## src/rtl/bridge_arbiter.sv

```systemverilog
// bridge_arbiter
//   Two-requester transfer scheduler in front of the DRAM/SD bridge. It grants
//   one copy request at a time, issues it to the bridge as a single-cycle
//   strobe, gathers the 8-byte result burst (MSB byte first) into a 64-bit
//   word, and reports it with the requester ID and the issue-to-last-byte
//   latency.
//
// Parameters
//   ISSUE_GAP      idle cycles after each completion before re-arbitrating (0..15)
//
// Configuration macro
//   BRIDGE_ARB_FIXED_PRIO_EN  defined: requester 0 wins every tie.
//                             undefined (default): round-robin on ties.
//
// Ports
//   clk, rst_n                  clock, asynchronous active-low reset
//   reqN_valid/ready            request handshake for requester N (0/1)
//   reqN_dir/addr_dram/addr_sd  request fields for requester N
//   br_in_valid                 one-cycle request strobe to the bridge
//   br_direction/addr_*         request fields, zero unless br_in_valid
//   br_out_valid/out_data       result bytes returned by the bridge
//   done_valid                  one-cycle completion strobe
//   done_id/dir/data/lat        completion fields, held until the next completion
//   busy                        high whenever the scheduler is not idle
module bridge_arbiter #(
  parameter int ISSUE_GAP = 1
) (
  input  logic        clk,
  input  logic        rst_n,
  input  logic        req0_valid,
  output logic        req0_ready,
  input  logic        req0_dir,
  input  logic [12:0] req0_addr_dram,
  input  logic [15:0] req0_addr_sd,
  input  logic        req1_valid,
  output logic        req1_ready,
  input  logic        req1_dir,
  input  logic [12:0] req1_addr_dram,
  input  logic [15:0] req1_addr_sd,
  output logic        br_in_valid,
  output logic        br_direction,
  output logic [12:0] br_addr_dram,
  output logic [15:0] br_addr_sd,
  input  logic        br_out_valid,
  input  logic [7:0]  br_out_data,
  output logic        done_valid,
  output logic        done_id,
  output logic        done_dir,
  output logic [63:0] done_data,
  output logic [15:0] done_lat,
  output logic        busy
);

  typedef enum logic [2:0] {
    IDLE,
    ISSUE,
    WAIT,
    COLLECT,
    DONE,
    GAP
  } state_t;

  // Final gap count before returning to IDLE; unused when ISSUE_GAP is 0.
  localparam logic [3:0] GapLast = 4'(ISSUE_GAP - 1);

  state_t      state_q, state_d;
  logic        lastGrant_q, lastGrant_d;
  logic        grantId_q, grantId_d;
  logic        dir_q, dir_d;
  logic [12:0] addrDram_q, addrDram_d;
  logic [15:0] addrSd_q, addrSd_d;
  logic [15:0] lat_q, lat_d;
  logic [2:0]  byteCnt_q, byteCnt_d;
  logic [3:0]  gapCnt_q, gapCnt_d;
  logic [55:0] colData_q, colData_d;
  logic        doneValid_q, doneValid_d;
  logic        doneId_q, doneId_d;
  logic        doneDir_q, doneDir_d;
  logic [63:0] doneData_q, doneData_d;
  logic [15:0] doneLat_q, doneLat_d;

  logic        pick1;
  logic [15:0] latInc;

  // Latency counter sticks at all-ones instead of wrapping.
  assign latInc = (lat_q == 16'hFFFF) ? lat_q : lat_q + 16'd1;

  // Winner selection, meaningful only when at least one requester is valid.
  // Round-robin gives the tie to whoever did not win last time.
  always_comb begin
    if (req0_valid && req1_valid) begin
`ifdef BRIDGE_ARB_FIXED_PRIO_EN
      pick1 = 1'b0;
`else
      pick1 = ~lastGrant_q;
`endif
    end else begin
      pick1 = req1_valid;
    end
  end

  // Next-state and output decode. Bytes are shifted in so that the first byte
  // ends up in the top of the word once all eight have arrived; the completion
  // registers are loaded in the same cycle the last byte is captured.
  always_comb begin
    state_d      = state_q;
    lastGrant_d  = lastGrant_q;
    grantId_d    = grantId_q;
    dir_d        = dir_q;
    addrDram_d   = addrDram_q;
    addrSd_d     = addrSd_q;
    lat_d        = lat_q;
    byteCnt_d    = byteCnt_q;
    gapCnt_d     = gapCnt_q;
    colData_d    = colData_q;
    doneValid_d  = 1'b0;
    doneId_d     = doneId_q;
    doneDir_d    = doneDir_q;
    doneData_d   = doneData_q;
    doneLat_d    = doneLat_q;
    req0_ready   = 1'b0;
    req1_ready   = 1'b0;
    br_in_valid  = 1'b0;
    br_direction = 1'b0;
    br_addr_dram = 13'd0;
    br_addr_sd   = 16'd0;

    case (state_q)
      IDLE: begin
        if (req0_valid || req1_valid) begin
          if (pick1) begin
            req1_ready = 1'b1;
            dir_d      = req1_dir;
            addrDram_d = req1_addr_dram;
            addrSd_d   = req1_addr_sd;
          end else begin
            req0_ready = 1'b1;
            dir_d      = req0_dir;
            addrDram_d = req0_addr_dram;
            addrSd_d   = req0_addr_sd;
          end
          grantId_d   = pick1;
          lastGrant_d = pick1;
          state_d     = ISSUE;
        end
      end
      ISSUE: begin
        br_in_valid  = 1'b1;
        br_direction = dir_q;
        br_addr_dram = addrDram_q;
        br_addr_sd   = addrSd_q;
        lat_d        = 16'd0;
        state_d      = WAIT;
      end
      WAIT: begin
        lat_d = latInc;
        if (br_out_valid) begin
          colData_d = {48'd0, br_out_data};
          byteCnt_d = 3'd1;
          state_d   = COLLECT;
        end
      end
      COLLECT: begin
        lat_d = latInc;
        if (br_out_valid) begin
          colData_d = {colData_q[47:0], br_out_data};
          byteCnt_d = byteCnt_q + 3'd1;
          if (byteCnt_q == 3'd7) begin
            doneValid_d = 1'b1;
            doneId_d    = grantId_q;
            doneDir_d   = dir_q;
            doneData_d  = {colData_q, br_out_data};
            doneLat_d   = latInc;
            state_d     = DONE;
          end
        end
      end
      DONE: begin
        gapCnt_d = 4'd0;
        state_d  = (ISSUE_GAP == 0) ? IDLE : GAP;
      end
      GAP: begin
        if (gapCnt_q == GapLast) begin
          state_d = IDLE;
        end else begin
          gapCnt_d = gapCnt_q + 4'd1;
        end
      end
      default: state_d = IDLE;
    endcase
  end

  // State and datapath registers; a reset aborts any transfer in flight.
  always_ff @(posedge clk or negedge rst_n) begin
    if (!rst_n) begin
      state_q     <= IDLE;
      lastGrant_q <= 1'b1;
      grantId_q   <= 1'b0;
      dir_q       <= 1'b0;
      addrDram_q  <= 13'd0;
      addrSd_q    <= 16'd0;
      lat_q       <= 16'd0;
      byteCnt_q   <= 3'd0;
      gapCnt_q    <= 4'd0;
      colData_q   <= 56'd0;
      doneValid_q <= 1'b0;
      doneId_q    <= 1'b0;
      doneDir_q   <= 1'b0;
      doneData_q  <= 64'd0;
      doneLat_q   <= 16'd0;
    end else begin
      state_q     <= state_d;
      lastGrant_q <= lastGrant_d;
      grantId_q   <= grantId_d;
      dir_q       <= dir_d;
      addrDram_q  <= addrDram_d;
      addrSd_q    <= addrSd_d;
      lat_q       <= lat_d;
      byteCnt_q   <= byteCnt_d;
      gapCnt_q    <= gapCnt_d;
      colData_q   <= colData_d;
      doneValid_q <= doneValid_d;
      doneId_q    <= doneId_d;
      doneDir_q   <= doneDir_d;
      doneData_q  <= doneData_d;
      doneLat_q   <= doneLat_d;
    end
  end

  assign done_valid = doneValid_q;
  assign done_id    = doneId_q;
  assign done_dir   = doneDir_q;
  assign done_data  = doneData_q;
  assign done_lat   = doneLat_q;
  assign busy       = (state_q != IDLE);

endmodule
```

## config.mk

```make
export PLATFORM = sky130hd
export DESIGN_NAME = bridge_arbiter
export DESIGN_NICKNAME = d
export VERILOG_FILES = /design/src/rtl/bridge_arbiter.sv
export SDC_FILE = /design/constraint.sdc
export NUM_CORES = 1
export LEC_CHECK = 0
export CORE_ASPECT_RATIO = 0.7
export CORE_UTILIZATION = 40
export CTS_CLUSTER_SIZE = 14
export DETAILED_ROUTE_END_ITERATION = 10
export PLACE_DENSITY = 0.68
export SLEW_MARGIN = 40
export SYNTH_ARGS = -nofsm -noshare
export SYNTH_HDL_FRONTEND = slang
export SYNTH_SLANG_ARGS = --single-unit
```

## constraint.sdc

```tcl
create_clock -name clk -period 1.6 [get_ports clk]
set_input_delay 0.48 -clock clk [delete_from_list [all_inputs] [get_ports clk]]
set_output_delay 0.48 -clock clk [all_outputs]
set_load 0.02 [all_outputs]
```

==> results.cfg <==
[sta]
fin_crit_ps = 2140
relSlewSlack_pct = 67.7
rsz0062_at_grt = yes
fin_crit_sh_pct = 134
slew_violations = 0
finalWorstSetupSlack_ps = -541
max_freq_mhz = 467
setup_viol = 213
hold-worst-slack_ps = 475
worst-slew-pin-transition_ps = 481
hold_violations = 0
finClkSkew_ps = 10.0

[setup_path]
crit_path_max_incr_delay_ps = 430
worst-path-buf-inv = 3
critical_path_arrival_ps = 1660
start_kind = flip-flop
critPathRequiredTime_ps = 1120
rr_worst_depth = 9
crit_path_end_kind = primary output
path_cells = nor3b_4 > buf_4 > buf_12 > and2_2 > buf_6
r2r_start = state_q[2]$_DFFE_PN0P_
crit_cells = 5
crit_family = flip-flops
worst-path-max-fanout = 16
crit_type = flip-flop to primary output
regToRegSetupSlack_ps = -490
r2r_end = done_data[20]$_DFFE_PN0P_
cp_slowest_cell = dfrtp_1

[clocking]
clk_latency_ps = 440
root_buffer = clkbuf_16
cts_tree = done
cts_buffer_depth = 2
cts-buffers-inserted = 17
htreeDepth = 4
cts.sinks = 197
path_clk_slew_ps = 70

[layout]
nFillCells = 1603
areaGrowthSynthToFinish_pct = 59.4
instances_no_fill = 1509
final_nets = 1299
drive_gt1_share_pct = 34.5
antennaDiodeCount = 0

[pwr]
peakVddDrop_mv = 0.852
p_leak_uw = 0.00657
power.density_nw_per_um2 = 1540
power_uw = 21000

[grt]
grt-ovfl-total = 0
track_usage_pct = 25.0
antenna_found_initial = 0
grt_max_degree = 44
grt_pass1_wl_um = 42400
first_global_vias = 7624

[logic_synthesis]
yosysTopAreaCellShare_pct = 57.1
yosysUniqueCellTypes = 55
postSynthCellCount = 933
yosys_register_bits = 197
synthTopCellsByArea = dfrtp_1, nand2_1, o21ai_0
synthTopCellsByCount = nand2_1, dfrtp_1, o21ai_0, clkbuf_1, and2_1
yosys_warnings = 0
syn-num-nets = 1011
synth_most_common_cell = nand2_1
synth-async-reset-ratio_pct = 100
synth_area_per_cell_um2 = 9.21
yosys.area.top_type = dfrtp_1
synth_flop_cell = dfrtp_1
seq_area_frac_synth_pct = 57.4
syn-cell-area_um2 = 8590
synth_edf_count = 0

[min_path]
hold_depth = 2
hp-class = flip-flop to flip-flop
min_to = done_data[63]$_DFFE_PN0P_
hp-start = colData_q[55]$_DFFE_PN0P_

[routing]
routed_wl_um = 27300
vias_per_cell = 5.22
drt_pre_antenna_iters = 5
drt-initial-drc-count = 603
vias = 7872
wl_per_cell_um = 18.1
drc = 0
antenna_left = 0

[floorplanning]
initial_utilization_pct = 41.2
dieArea_um2 = 22100
fp.coreArea_um2 = 20900
die_w_um = 177
io_pins = 190
die_height_um = 125
rows = 44

[placed_design]
port-buffer-count = 189
dp_cells = 1418
gp_congestion = 0.842
hpwl_um = 15700

[run]
cap_violations = 0

[run_status]
violations = negative setup slack
status = finished with violations
-- per-layer routing --
metal | vias up | routed length, um | track usage [%]
li1 | 3688 | - | -
met1 | 3887 | 12600 | 36.7
met2 | 268 | 12800 | 37.3
met3 | 29 | 1650 | 5.37
met4 | 0 | 301 | 6.03
met5 | - | 0 | 0
-- kinds of logic (layout without fill, tap and decap cells) --
family,Yosys count,count (layout),share of synthesized area [%]
muxes,20,20,2.46
buffers and inverters,73,372,3.52
AOI/OAI and AO/OA,153,153,11.0
DFF,197,197,57.4
adders and majority gates,5,5,0.728
and+or+nand+nor,478,479,24.1
xor gates and xnor gates,7,7,0.714
-- area by class of cell --
cell class	count	area, um^2	area share (%)
Clock buffer	17	425	3.11
Clock inverter	14	186	1.36
Inverter	10	50.0	0.366
Multi-Input combinational cell	664	3900	28.5
Sequential cell	197	4940	36.1
Tap cell	276	345	2.52
Timing Repair Buffer	330	3840	28.0
Timing Repair inverter	1	8.76	0.0640
-- cell usage in the layout (no fill, tap or decap), drive strengths merged, types with 6 or more instances in the layout --
cell type and count:
a31oi 10, nand2 375, o211ai 6, mux2i 11
nand3 13, dfrtp 196, buf 178, bufbuf 7
and2 32, nand4 8, a21oi 14, clkbuf 29
nor2 13, nor3 8, inv 18, mux2 9
clkdlybuf4s15 60, clkdlybuf4s50 71, a22oi 20, o21ai 78
-- worst reg2reg max path, stage by stage, from the launching register on --
cell	delay (ps)
dfrtp_1	430
buf_4	160
buf_6	120
buf_6	130
nand3b_1	250
or2_4	330
buf_8	150
bufbuf_16	280
nand2_1	70
nand2_1	50
-- report_power, final --
group | internal, uW | switching (uW) | leakage [uW] | total, uW
Sequential | 6870 | 1470 | 0.00256 | 8340
Combinational | 4010 | 4160 | 0.00372 | 8170
Clock | 2390 | 2120 | 0.000297 | 4510
Total | 13300 | 7750 | 0.00657 | 21000
-- sequential cells by signal (all words and copies together), names as in the netlist, 4 cells and up --
signal,count
colData_q,56
done_lat,16
addrDram_q,13
done_data,64
gapCnt_q,4
lat_q,16
addrSd_q,16
-- what timing repair did --
action	CTS	global route
setup endpoints to repair	270	281
pin swaps	19	21
buffers inserted	22	13
hold buffers	1	0
endpoints found under the hold margin	28	0
resized for setup	527	109
gates cloned	22	5
-- through the flow --
step | setup WS, ps | area (um^2) | util [%] | TNS (ps)
6_report | -541 | 13700 | 65.6 | -77800
5_1_grt | -584 | 13700 | 65.6 | -87770
4_1_cts | -537 | 13200 | 63.4 | -54280
3_5_place_dp | -899 | 11500 | 55.1 | -77400
3_3_place_gp | -867 | 11500 | 55.1 | -74170
2_1_floorplan | -110 | 8850 | - | -3880
-- worst max path at each step --
stage / from / end / slack, ps
CTS: state_q[1]$_DFFE_PN0P_ / br_addr_sd[6] / -540
finish: state_q[2]$_DFFE_PN0P_ / br_addr_sd[5] / -540
detailed placement: req1_valid / req1_ready / -900
floorplan: state_q[2]$_DFFE_PN0P_ / br_addr_dram[10] / -110
global placement: req1_valid / req1_ready / -870
global route: state_q[2]$_DFFE_PN0P_ / br_addr_sd[0] / -580
No activity file was read; power rests on OpenSTA's default activity.
